$ cat config.mk
export PLATFORM = sky130hd
export DESIGN_NAME = instr_issue_unit
export DESIGN_NICKNAME = d
export VERILOG_FILES = /design/src/rtl/instr_issue_pkg.sv /design/src/rtl/instr_buffer.sv /design/src/rtl/instr_issue_unit.sv
export SDC_FILE = /design/constraint.sdc
export NUM_CORES = 1
export LEC_CHECK = 0
export BUFFER_PORTS_ARGS = -buffer_cell sky130_fd_sc_hd__buf_2
export CORE_UTILIZATION = 60
export DETAILED_ROUTE_END_ITERATION = 8
export PLACE_DENSITY = 0.82
export SLEW_MARGIN = 0
export SYNTH_ARGS = -nofsm -noshare
export SYNTH_HDL_FRONTEND = slang
export SYNTH_SLANG_ARGS = --single-unit
$ cat constraint.sdc
create_clock -name clk -period 6.05 [get_ports clk]
set_input_delay 1.21 -clock clk [delete_from_list [all_inputs] [get_ports clk]]
set_output_delay 1.21 -clock clk [all_outputs]
set_load 0.02 [all_outputs]
$ cat src/rtl/instr_issue_pkg.sv
// Shared types and constants for the instruction issue unit (MIPS R-format fields, FSM states).
// Latency: n/a (declarations only).
// Backpressure: n/a.
package instr_issue_pkg;

  typedef enum logic [1:0] {
    IDLE  = 2'd0,
    FETCH = 2'd1,
    ISSUE = 2'd2,
    HALT  = 2'd3
  } state_t;

  localparam logic [5:0] OPC_HALT  = 6'b111111;
  localparam logic [5:0] OPC_RTYPE = 6'b000000;

  localparam logic [5:0] FN_ADD = 6'b100000;
  localparam logic [5:0] FN_SUB = 6'b100010;
  localparam logic [5:0] FN_AND = 6'b100100;
  localparam logic [5:0] FN_OR  = 6'b100101;
  localparam logic [5:0] FN_SLL = 6'b000000;
  localparam logic [5:0] FN_SRL = 6'b000010;

  // sll $0,$0,0 -- the canonical MIPS NOP
  localparam logic [31:0] NOP_WORD = 32'h0000_0000;

  // R-format field bit positions
  localparam int OPC_MSB   = 31;
  localparam int OPC_LSB   = 26;
  localparam int RS_MSB    = 25;
  localparam int RS_LSB    = 21;
  localparam int RT_MSB    = 20;
  localparam int RT_LSB    = 16;
  localparam int RD_MSB    = 15;
  localparam int RD_LSB    = 11;
  localparam int SHAMT_MSB = 10;
  localparam int SHAMT_LSB = 6;
  localparam int FN_MSB    = 5;
  localparam int FN_LSB    = 0;

  function automatic logic [5:0] get_opcode(input logic [31:0] word);
    return word[OPC_MSB:OPC_LSB];
  endfunction

endpackage

$ cat src/rtl/instr_buffer.sv
// Instruction store: DEPTH x 32 array, synchronous write, combinational read.
// Latency: write visible on the read port the cycle after wr_en; read is same-cycle.
// Backpressure: none; writes are always accepted when wr_en is high.
module instr_buffer #(
  parameter int DEPTH = 16,
  parameter int AW    = 4
) (
  input  logic          clk,
  input  logic          wr_en,
  input  logic [AW-1:0] wr_addr,
  input  logic [31:0]   wr_data,
  input  logic [AW-1:0] rd_addr,
  output logic [31:0]   rd_data
);

  // Contents are deliberately not reset; the loader owns initialisation.
  logic [31:0] mem [DEPTH];

  // Array write port
  always_ff @(posedge clk) begin
    if (wr_en) begin
      mem[wr_addr] <= wr_data;
    end
  end

  assign rd_data = mem[rd_addr];

endmodule

$ cat src/rtl/instr_issue_unit.sv
// Issues buffered MIPS R-format words one at a time, split into fields, to Main_CU (SKIP_NOP_EN drops all-zero words in FETCH).
// Latency: first issue_valid 2 cycles after start; sustained one instruction per 2 cycles.
// Backpressure: fields and pc hold while issue_valid && !issue_ready; loads/starts only honoured in IDLE or HALT.
module instr_issue_unit
  import instr_issue_pkg::*;
#(
  parameter int DEPTH = 16,
  parameter int AW    = 4
) (
  input  logic          clk,
  input  logic          reset,
  input  logic          ld_en,
  input  logic [AW-1:0] ld_addr,
  input  logic [31:0]   ld_data,
  input  logic          start,
  output logic          issue_valid,
  input  logic          issue_ready,
  output logic [5:0]    opcode,
  output logic [4:0]    rs,
  output logic [4:0]    rt,
  output logic [4:0]    rd,
  output logic [4:0]    shamt,
  output logic [5:0]    fn_code,
  output logic [AW-1:0] pc,
  output logic          busy,
  output logic          halted
);

  localparam logic [AW-1:0] PC_LAST = AW'(DEPTH - 1);

  state_t        state_q, state_d;
  logic [AW-1:0] pc_q, pc_d;
  logic [31:0]   instr_q, instr_d;
  logic          valid_q, valid_d;
  logic [31:0]   rd_data;
  logic          buf_we;
  logic          skip_nop;
  logic          at_last;

  // The buffer is only writable while the issue engine is parked.
  assign buf_we = ld_en && ((state_q == IDLE) || (state_q == HALT));

  instr_buffer #(
    .DEPTH (DEPTH),
    .AW    (AW)
  ) u_buf (
    .clk     (clk),
    .wr_en   (buf_we),
    .wr_addr (ld_addr),
    .wr_data (ld_data),
    .rd_addr (pc_q),
    .rd_data (rd_data)
  );

`ifdef SKIP_NOP_EN
  assign skip_nop = (rd_data == NOP_WORD);
`else
  assign skip_nop = 1'b0;
`endif

  assign at_last = (pc_q == PC_LAST);

  // State and datapath registers
  always_ff @(posedge clk) begin
    if (reset) begin
      state_q <= IDLE;
      pc_q    <= '0;
      instr_q <= '0;
      valid_q <= 1'b0;
    end else begin
      state_q <= state_d;
      pc_q    <= pc_d;
      instr_q <= instr_d;
      valid_q <= valid_d;
    end
  end

  // Next-state, pc advance and field capture
  always_comb begin
    state_d = state_q;
    pc_d    = pc_q;
    instr_d = instr_q;
    valid_d = valid_q;
    case (state_q)
      IDLE, HALT: begin
        valid_d = 1'b0;
        if (start) begin
          pc_d    = '0;
          state_d = FETCH;
        end
      end
      FETCH: begin
        if (skip_nop) begin
          // A skipped word at the last entry still ends the run; no wrap.
          if (at_last) begin
            state_d = HALT;
          end else begin
            pc_d = pc_q + AW'(1);
          end
        end else begin
          instr_d = rd_data;
          valid_d = 1'b1;
          state_d = ISSUE;
        end
      end
      ISSUE: begin
        if (valid_q && issue_ready) begin
          valid_d = 1'b0;
          // The HALT word itself is issued, then the run ends.
          if ((get_opcode(instr_q) == OPC_HALT) || at_last) begin
            state_d = HALT;
          end else begin
            pc_d    = pc_q + AW'(1);
            state_d = FETCH;
          end
        end
      end
      default: begin
        state_d = IDLE;
        valid_d = 1'b0;
      end
    endcase
  end

  assign issue_valid = valid_q;
  assign opcode      = instr_q[OPC_MSB:OPC_LSB];
  assign rs          = instr_q[RS_MSB:RS_LSB];
  assign rt          = instr_q[RT_MSB:RT_LSB];
  assign rd          = instr_q[RD_MSB:RD_LSB];
  assign shamt       = instr_q[SHAMT_MSB:SHAMT_LSB];
  assign fn_code     = instr_q[FN_MSB:FN_LSB];
  assign pc          = pc_q;
  assign busy        = (state_q == FETCH) || (state_q == ISSUE);
  assign halted      = (state_q == HALT);

endmodule

==> metrics.cfg <==
[outcome]
outcome=finished, final reports clean

[clock_network]
ctsHoldBuffers=0
cts.reportedPaths.clkPinSlew_ns=0.06
cts_resized=0
clockBufferDepth=3
htreeDepth=2
clock_latency_ns=0.57
cts_root_buffer=clkbuf_16
cts_buffers=52
cts_tree=done
cts_sinks=551
cts_setup_buffers=0

[sta]
hold_ws_ns=0.484
clock_skew_ns=0.0251
slew_headroom=0.204
rsz0062_at_grt=false
final.min_clock_period_ns=2.97
hold_violations=0
worst-slew-pin-transition_ns=1.19
slew_viol_final=0
setup_viol=0
fmax_mhz=337
setup-tns-final_ns=0
fin_crit_sh=0.491

[worst_hold_path]
hold_class=reg2reg
hold_end=instr_q[1]$_SDFFE_PP0P_
worstHoldStart=instr_q[1]$_SDFFE_PP0P_
worstHoldPathCells=2

[placement]
numPortBuffers=79
place_hpwl_um=21300
place_congestion=0.789

[route]
post_drt_wl_per_cell_um=27.3
vias=10500
wl_um=43800
drc=0
postRouteAntennaNets=0
drtPass1Iterations=5
viasPerCell=6.55
drt_iter0_markers=1155

[yosys]
yosys_warnings=0
yosys-top-cells-area=edfxtp_1 74%, mux4_2 10%, dfxtp_1 3.7%, mux2i_1 3.4%, o221ai_1 1.3%
synthDistinctLibCells=38
muxShareOfSynthArea=0.134
syn_nets=1064
synth-seq-cells=551
yosysSeqAreaShare=0.774
synth.top_cell.area_share=0.737
synth_fa_ha_area_frac=0.00300
synth_compound_area_frac=0.0507
synth_top_cell_by_area=edfxtp_1
synth_top_family_by_area=multiplexers
synth_edf_count=512
syn_area_um2=20900
syn_area_per_cell_um2=20.5
async_reset_ff_frac=0
synth-xor-area-share=0
yosys.area_share.simple=0.0182
synth_top_flop_cell=edfxtp_1
synthCells=1018

[grt]
grt_max_degree=84
grt_pass1_wl_um=66000
grt_pass1_vias=10800
antenna_found_initial=0
globalRoute.busiestLayer=met2
grt_overflow=0
groute.layer.met3.usage=0.0384
use_met1=0.358
use_met2=0.408
grtUsageTotal=0.252

[final_layout]
drive_above_1_share=0.254
diodes=0
syn2layout_area_growth_pct=12.3
utilization=0.692
layout.nets=1157

[pwr]
peakVddDrop_mv=0.269
swShare=0.219
combinationalPowerShare=0.067
leakagePower_nw=7.24
p_per_area_nw_per_um2=343
seqPwrFrac=0.538
switchingPower_w=0.00176
internal_power_w=0.00628
p_clk_frac=0.395

[die]
die_y_um=188
io-pin-count=80
die_area_um2=35500
num_rows=67
fp.dieW_um=188
design.core.area_um2=33900
start_util=0.616

[setup_path]
timing.rr.start=pc[2]$_SDFFE_PP0P_
crit_slowest_cell=dfxtp_1
cp-start-kind=flop
worst-path-buf-inv=1
ff2ff_path_depth=5
crit_family=flip-flops
path_cells=buf_2
cp.arrival_ns=1.76
crit_type=reg2out
reg2reg_to=instr_q[31]$_SDFFE_PP0P_
endpoint_kind=primary output
reg2reg_slack_ns=3.12
cp_max_fo=18
worst_ep_required_time_ns=4.84
cpPeakStageDelay_ns=0.90

[job]
cap_violations=0

-- power by group through the flow --
stage,logic [W],registers [W],clock network [W]
4_1_cts,0.000543,0.00432,0.00321
3_5_place_dp,0.000536,0.00440,0
2_1_floorplan,0.000286,0.00443,0
6_report,0.000542,0.00432,0.00317
3_3_place_gp,0.000518,0.00439,0
5_1_grt,0.000583,0.00433,0.00336
-- worst min-delay path, cell delays in order (launching register included) --
cell and delay (ns):
dfxtp_1 0.31, nor2_1 0.08, a211oi_1 0.05
-- routing by layer --
layer | wire, um | up-vias
met5 | 0 | -
met4 | 957 | 0
met3 | 3280 | 81
met2 | 21700 | 501
met1 | 17800 | 5482
li1 | - | 4432
-- worst max path at each step --
stage                                   from  cells after the start                          end
final                     pc[2]$_SDFFE_PP0P_                      1                        pc[2]
after global routing      pc[2]$_SDFFE_PP0P_                      5     instr_q[31]$_SDFFE_PP0P_
after CTS                 pc[0]$_SDFFE_PP0P_                      1                        pc[0]
after detailed placement          ld_addr[2]                      3  u_buf.mem[13][16]$_DFFE_PP_
after global placement            ld_addr[2]                      3  u_buf.mem[13][19]$_DFFE_PP_
after floorplan                        ld_en                      3    u_buf.mem[0][0]$_DFFE_PP_
-- synthesized netlist by cell type, types with 2 or more instances --
library cell	instances
a211oi_1	33
a21oi_1	36
a22oi_1	33
buf_2	14
buf_4	3
buf_6	14
buf_8	2
clkbuf_1	26
dfxtp_1	39
edfxtp_1	512
ha_1	5
inv_1	8
mux2i_1	70
mux4_2	93
nand2_1	8
nand2b_1	2
nand3_1	6
nand4_1	4
nor2_1	52
nor2b_1	3
nor3_1	5
o21ai_0	2
o221ai_1	31
or3_1	2
or4_1	2
-- cells in the final DEF (no fill, tap or decap), types with 2 or more instances in the layout --
cell type | Yosys | routed
dfxtp_1 | 39 | 37
or4_1 | 2 | 2
nor3_2 | 0 | 4
buf_4 | 3 | 19
a21oi_1 | 36 | 36
o221ai_1 | 31 | 31
nor2_4 | 0 | 14
inv_6 | 0 | 2
mux4_2 | 93 | 93
clkbuf_16 | 0 | 53
a22oi_1 | 33 | 33
nor2b_1 | 3 | 2
nand3_1 | 6 | 6
nand2b_1 | 2 | 2
bufinv_16 | 0 | 3
nor2_1 | 52 | 38
nand4_1 | 4 | 4
ha_1 | 5 | 4
o21ai_0 | 2 | 2
dfxtp_4 | 0 | 2
a211oi_1 | 33 | 33
clkbuf_1 | 26 | 16
inv_1 | 8 | 8
clkinv_1 | 0 | 6
edfxtp_1 | 512 | 512
clkbuf_8 | 0 | 7
or3_1 | 2 | 2
mux2i_1 | 70 | 70
clkinvlp_4 | 0 | 2
clkinv_2 | 0 | 9
buf_2 | 14 | 79
nand2_1 | 8 | 8
-- state kept, by name, indices dropped and copies added, names as in the netlist --
signal / flops
state_q: 2
instr_q: 32
u_buf.mem: 512
issue_valid: 1
pc: 4
-- stage by stage --
step           cells  instance area, um^2  setup slack (ns)  total power, W
2_1_floorplan   1018                20900              1.74         0.00472
3_3_place_gp    1505                21800              2.96         0.00491
3_5_place_dp    1505                21800              2.91         0.00493
4_1_cts         1603                23400              3.04         0.00808
5_1_grt         1603                23400              2.97         0.00827
6_report        1603                23400              3.08         0.00804
-- area by class of cell --
cell class / count / area, um^2
Clock buffer: 76 / 1480
Clock inverter: 22 / 190
Fill cell: 2026 / 10400
Inverter: 8 / 30.0
Multi-Input combinational cell: 399 / 4440
Sequential cell: 551 / 16200
Tap cell: 448 / 561
Timing Repair Buffer: 99 / 558
-- kinds of logic (layout without fill, tap and decap cells) --
kind of cell / after synthesis / in the layout
AO/OA/AOI/OAI: 145 / 145
adder cells (fa/ha/maj): 5 / 5
buffers and inverters: 68 / 205
flip-flops: 551 / 551
multiplexers: 163 / 163
AND/OR/NAND/NOR: 86 / 86
Note: power is estimated with default switching activity, not from simulation.
